## src/rtl/avl_mm_read_arbiter.sv

```systemverilog
// Two-requester Avalon-MM read arbiter sharing one slave read port.
// Commands and responses pass through combinationally; an in-order tag FIFO routes responses.
module avl_mm_read_arbiter #(
  parameter int unsigned DATA_W          = 256,
  parameter int unsigned ADDR_W          = 32,
  parameter int unsigned MAX_OUTSTANDING = 4,
  parameter int unsigned STARVE_LIMIT    = 8
) (
  input  logic                               clk,
  input  logic                               rst_n,
  input  logic [ADDR_W-1:0]                  m0_addr,
  input  logic                               m0_read,
  output logic                               m0_waitrequest,
  output logic [DATA_W-1:0]                  m0_readdata,
  output logic                               m0_readdatavalid,
  output logic [1:0]                         m0_response,
  input  logic                               m0_urgent,
  input  logic [ADDR_W-1:0]                  m1_addr,
  input  logic                               m1_read,
  output logic                               m1_waitrequest,
  output logic [DATA_W-1:0]                  m1_readdata,
  output logic                               m1_readdatavalid,
  output logic [1:0]                         m1_response,
  output logic [ADDR_W-1:0]                  s_addr,
  output logic                               s_read,
  input  logic                               s_waitrequest,
  input  logic [DATA_W-1:0]                  s_readdata,
  input  logic                               s_readdatavalid,
  input  logic [1:0]                         s_response,
  input  logic                               clr_err,
  output logic                               spurious_rdv,
  output logic [$clog2(MAX_OUTSTANDING):0]   outstanding
);

  localparam int unsigned PtrW    = $clog2(MAX_OUTSTANDING);
  localparam int unsigned CntW    = PtrW + 1;
  localparam int unsigned StarveW = $clog2(STARVE_LIMIT + 1);
  localparam logic [CntW-1:0]    FifoFull  = CntW'(MAX_OUTSTANDING);
  localparam logic [StarveW-1:0] StarveMax = StarveW'(STARVE_LIMIT);

  logic                       grant_lock_q, grant_lock_d;
  logic                       lock_id_q, lock_id_d;
  logic                       last_grant_q, last_grant_d;
  logic [StarveW-1:0]         starve_cnt_q, starve_cnt_d;
  logic [MAX_OUTSTANDING-1:0] tag_q, tag_d;
  logic [PtrW-1:0]            wr_ptr_q, wr_ptr_d;
  logic [PtrW-1:0]            rd_ptr_q, rd_ptr_d;
  logic [CntW-1:0]            count_q, count_d;
  logic                       spurious_q, spurious_d;

  logic gnt;
  logic gnt_read;
  logic fifo_full;
  logic fifo_empty;
  logic accept;
  logic pop;
  logic head;

  assign fifo_full  = (count_q == FifoFull);
  assign fifo_empty = (count_q == '0);

  always_comb begin
    gnt = last_grant_q;
    if (grant_lock_q) begin
      gnt = lock_id_q;
    end else if (m0_read && !m1_read) begin
      gnt = 1'b0;
    end else if (!m0_read && m1_read) begin
      gnt = 1'b1;
    end else if (m0_read && m1_read) begin
      if (starve_cnt_q >= StarveMax) begin
        gnt = 1'b1;
      end else if (m0_urgent) begin
        gnt = 1'b0;
      end else begin
        gnt = !last_grant_q;
      end
    end
  end

  assign gnt_read = gnt ? m1_read : m0_read;
  assign s_read   = gnt_read && !fifo_full;
  assign s_addr   = gnt ? m1_addr : m0_addr;
  assign accept   = s_read && !s_waitrequest;

  // A port that is not requesting never sees a released stall.
  assign m0_waitrequest = !(!gnt && m0_read && !fifo_full && !s_waitrequest);
  assign m1_waitrequest = !(gnt && m1_read && !fifo_full && !s_waitrequest);

  assign pop  = s_readdatavalid && !fifo_empty;
  assign head = tag_q[rd_ptr_q];

  assign m0_readdata      = s_readdata;
  assign m1_readdata      = s_readdata;
  assign m0_response      = s_response;
  assign m1_response      = s_response;
  assign m0_readdatavalid = pop && !head;
  assign m1_readdatavalid = pop && head;
  assign spurious_rdv     = spurious_q;
  assign outstanding      = count_q;

  always_comb begin
    grant_lock_d = grant_lock_q;
    lock_id_d    = lock_id_q;
    last_grant_d = last_grant_q;
    starve_cnt_d = starve_cnt_q;
    tag_d        = tag_q;
    wr_ptr_d     = wr_ptr_q;
    rd_ptr_d     = rd_ptr_q;
    count_d      = count_q;
    spurious_d   = spurious_q;

    if (accept) begin
      grant_lock_d    = 1'b0;
      last_grant_d    = gnt;
      tag_d[wr_ptr_q] = gnt;
      wr_ptr_d        = wr_ptr_q + PtrW'(1);
    end else if (s_read) begin
      // Slave stalled: hold owner and address until the command is taken.
      grant_lock_d = 1'b1;
      lock_id_d    = gnt;
    end

    if (pop) begin
      rd_ptr_d = rd_ptr_q + PtrW'(1);
    end

    if (accept && !pop) begin
      count_d = count_q + CntW'(1);
    end else if (!accept && pop) begin
      count_d = count_q - CntW'(1);
    end

    if (!m1_read || (accept && gnt)) begin
      starve_cnt_d = '0;
    end else if (accept && !gnt && m0_read && (starve_cnt_q != StarveMax)) begin
      starve_cnt_d = starve_cnt_q + StarveW'(1);
    end

    if (s_readdatavalid && fifo_empty) begin
      spurious_d = 1'b1;
    end else if (clr_err) begin
      spurious_d = 1'b0;
    end
  end

  always_ff @(posedge clk or negedge rst_n) begin
    if (!rst_n) begin
      grant_lock_q <= 1'b0;
      lock_id_q    <= 1'b0;
      last_grant_q <= 1'b1;
      starve_cnt_q <= '0;
      tag_q        <= '0;
      wr_ptr_q     <= '0;
      rd_ptr_q     <= '0;
      count_q      <= '0;
      spurious_q   <= 1'b0;
    end else begin
      grant_lock_q <= grant_lock_d;
      lock_id_q    <= lock_id_d;
      last_grant_q <= last_grant_d;
      starve_cnt_q <= starve_cnt_d;
      tag_q        <= tag_d;
      wr_ptr_q     <= wr_ptr_d;
      rd_ptr_q     <= rd_ptr_d;
      count_q      <= count_d;
      spurious_q   <= spurious_d;
    end
  end

endmodule

```

## config.mk

```make
export PLATFORM = sky130hd
export DESIGN_NAME = avl_mm_read_arbiter
export DESIGN_NICKNAME = d
export VERILOG_FILES = /design/src/rtl/avl_mm_read_arbiter.sv
export SDC_FILE = /design/constraint.sdc
export NUM_CORES = 1
export LEC_CHECK = 0
export CORE_AREA = 4 4 343 345
export CTS_CLUSTER_SIZE = 14
export DETAILED_ROUTE_END_ITERATION = 16
export DIE_AREA = 0 0 347 349
export PLACE_DENSITY_LB_ADDON = 0.2
export SLEW_MARGIN = 20
export SYNTH_ARGS = -nofsm -noshare
export SYNTH_HDL_FRONTEND = slang
export SYNTH_SLANG_ARGS = --single-unit
```

## constraint.sdc

```tcl
create_clock -name clk -period 4.9 [get_ports clk]
set_input_delay 1.225 -clock clk [delete_from_list [all_inputs] [get_ports clk]]
set_output_delay 1.225 -clock clk [all_outputs]
set_load 0.02 [all_outputs]
```

==> reports/metrics.yaml <==
outcome:
  status: "finished clean"
setup_path:
  crit_required_ps: 3670
  crit_type: "primary input to output pin"
  end_kind: "output pin"
  path_cells: "clkdlybuf4s50_1, nor2_1, o221a_2, buf_4, nand2_1, nand2_1, clkdlybuf4s50_1"
  path_buf_inv: 3
  critPathTopFamily: "buffers and inverters"
  crit_fanout: 17
  arrival_ps: 3430
  setup.worst_path.start_class: "primary input"
  crit_slowest_cell: "clkdlybuf4s50_1"
  max_stage_delay_ps: 600
layout:
  finalNetCount: 670
  drive_gt1_frac: 0.06042
  layout.cells.non_filler: 1844
  utilization: 0.04097
  fillers: 13630
  area_growth_syn_to_layout_pct: -14.01
synthesis:
  synth.mux.area_fraction: 0.01863
  synth_top_area_share: 0.7121
  ys_ff_latch: 19
  synthArstFlopShare: 1.000
  yosysWarnings: 0
  synth_nets: 1073
  synth_seq_area_share: 0.08763
  synth.largest_area_cell: "buf_4"
  synth_compound_area_frac: 0.03197
  ys.flop_type: "dfrtp_1"
  netlist_top_cells_area: "buf_4 (71%), dfrtp_1 (8.3%), nand2_1 (7.2%), ha_1 (1.6%), mux2i_4 (0.83%)"
  synth_top_family_by_area: "buffers and inverters"
  yosys.area_share.simple: 0.1010
  netlist_area_mm2: 0.005440
  synth_edf_count: 0
  synth_xor_area_frac: 0.009660
  synth_fa_ha_area_frac: 0.01978
  avgSynthCellArea_um2: 7.402
  yosysUniqueCellTypes: 36
  netlist_instances: 735
timing:
  relSlewSlack: 0.6104
  period_needed_ps: 4655
  rsz0062_at_grt: "false"
  tightest_slew_ps: 578.2
  setup_viol: 0
  min_period_over_period: 0.9500
  final_hold_viol_count: 0
  max_freq_mhz: 214.8
  finClkSkew_ps: 2.289
  final_max_slew_viol_count: 0
  finalSetupTns_ps: 0
clock_network:
  root_buffer: "clkbuf_16"
  clkLatencyLatePin_ps: 250
  cts.sink_count: 19
  h-tree-depth: 1
  ctsResizeCount: 0
  cts_tree: "built"
  path_clk_slew_ps: 60
  ctsHoldBuffers: 0
  max-clock-path-buffers: 2
  cts_buffers: 3
  post_cts.repair.setup_buffers: 0
placed_design:
  dp.cells: 1839
  detailed_place_hpwl_um: 17890
  portBuffers: 112
  gp_congestion: 0.6510
detailed_routing:
  drtIter0Drc: 142
  vias: 2562
  final_antenna_net_count: 0
  first_pass_iters: 4
  wire_per_inst_um: 10.94
  viasPerCell: 1.389
  drc: 0
  wl_um: 20180
floorplanning:
  rows: 124
  die-height_um: 349
  die_w_um: 347
  die_area_mm2: 0.1211
  core_mm2: 0.1142
  start_util: 0.04764
  io_pins: 887
power_and_ir_drop:
  power_density_mw_per_mm2: 373.7
  p_leak_nw: 1.279
  total_power_w: 0.001748
  ir_worst_vdd_mv: 0.1549
job:
  cap_violations: 0
grt:
  grt_antenna_before_repair: 2
  grt_overflow_total: 0
  track_usage: 0.03002
  grt_pass1_wl_um: 24840
  grt_start_max_net_pins: 23
  grt_pass1_vias: 2811
worst_hold_path:
  hp-class: "flop to flop"
==> cell usage after synthesis (5+ instances only) <==
master	n
buf_4	516
dfrtp_1	18
buf_2	6
nor2_1	7
nand2_1	105
o31ai_1	5
nand3_1	6
inv_1	10
a31oi_1	5
ha_1	7
==> power breakdown <==
| part | internal [W] | total, W | leakage [nW] | switching [W] |
|---|---|---|---|---|
| Combinational | 0.000575 | 0.00129 | 1.02 | 0.000719 |
| Sequential | 0.000216 | 0.000281 | 0.219 | 0.0000655 |
| Clock | 0.000111 | 0.000174 | 0.0382 | 0.0000629 |
==> sequential cells by signal, summed over array words and instances (netlist names) <==
name          cells
last_grant_q      1
rd_ptr_q          2
outstanding       3
starve_cnt_q      4
grant_lock_q      1
spurious_rdv      1
lock_id_q         1
wr_ptr_q          2
tag_q             4
==> through the flow <==
step / worst slack, ps / area, µm² / hold slack, ps
floorplan: 1279 / 5440 / 449.5
global placement: 250.6 / 4602 / 474.7
detailed placement: 224.5 / 4602 / 497.7
CTS: 222.2 / 4681 / 504.6
global route: 147.2 / 4678 / 515.0
finish: 245.1 / 4678 / 496.7
==> final cells by class <==
type	instances	area, µm²	area share
Timing Repair Buffer	120	1189	0.2541
Antenna cell	1	2.502	0.0005349
Multi-Input combinational cell	178	1002	0.2142
Sequential cell	19	476.7	0.1019
Clock buffer	4	78.83	0.01685
Inverter	10	37.54	0.008024
Tap cell	1512	1892	0.4044
==> path summary, 6_finish.rpt <==
check,from,to,slack [ps],cells after the start
setup / recovery,m1_read,s_addr[23],250,7
hold reg to reg,rd_ptr_q[1],rd_ptr_q[1],500,1
hold / removal,rd_ptr_q[1],rd_ptr_q[1],500,1
max in group asynchronous,rst_n,last_grant_q,3590,1
min in group asynchronous,rst_n,rd_ptr_q[1],940,1
setup reg to reg,last_grant_q,outstanding[1],1970,10
==> cell families after synthesis <==
logic type / count (synthesis)
AOI/OAI and AO/OA: 25
and+or+nand+nor: 133
adders and majority gates: 8
buffers and inverters: 538
DFF: 19
xor gates and xnor gates: 6
muxes: 6
==> cell usage in the layout, fill, tap and decap left out <==
| cell | netlist | final |
|---|---|---|
| buf_4 | 516 | 7 |
| o31ai_1 | 5 | 5 |
| nand3_1 | 6 | 6 |
| or4_1 | 2 | 2 |
| nor2_1 | 7 | 7 |
| clkbuf_1 | 4 | 1 |
| nor3_1 | 2 | 2 |
| mux2_2 | 1 | 1 |
| xnor2_1 | 3 | 3 |
| inv_1 | 10 | 10 |
| o2bb2ai_1 | 4 | 4 |
| nand4_1 | 3 | 3 |
| o221a_2 | 0 | 1 |
| mux2i_4 | 2 | 2 |
| nand3b_1 | 1 | 1 |
| mux2_1 | 2 | 2 |
| buf_12 | 0 | 1 |
| mux4_2 | 1 | 1 |
| a21oi_1 | 4 | 4 |
| nand2b_1 | 2 | 2 |
| o21ai_0 | 4 | 4 |
| dfstp_2 | 1 | 1 |
| or3b_1 | 1 | 1 |
| clkbuf_16 | 0 | 3 |
| xor2_1 | 3 | 3 |
| or2_1 | 1 | 1 |
| o221ai_4 | 0 | 1 |
| o21ba_2 | 1 | 1 |
| nor2b_1 | 1 | 1 |
| nor3b_1 | 1 | 1 |
| nand2_1 | 105 | 105 |
| and3_1 | 1 | 1 |
| dfrtp_1 | 18 | 18 |
| fa_1 | 1 | 1 |
| a31oi_1 | 5 | 5 |
| clkdlybuf4s50_1 | 0 | 111 |
| ha_1 | 7 | 7 |
| buf_2 | 6 | 1 |
| diode_2 | 0 | 1 |
==> worst register-to-register path, stage by stage (launching register included) <==
cell	delay, ps
dfstp_2	550
o21ba_2	180
o221a_2	270
buf_4	250
buf_4	240
mux2i_4	300
inv_1	70
ha_1	220
inv_1	70
fa_1	400
mux2_2	260
==> per-layer routing <==
layer	up-vias	wire length, µm	GRT usage
met4	0	1883	0.02598
met3	151	3946	0.02452
li1	943	-	-
met2	461	9108	0.04969
met5	-	0	0.002355
met1	1007	5243	0.02153
No activity file was read; power rests on OpenSTA's default activity.
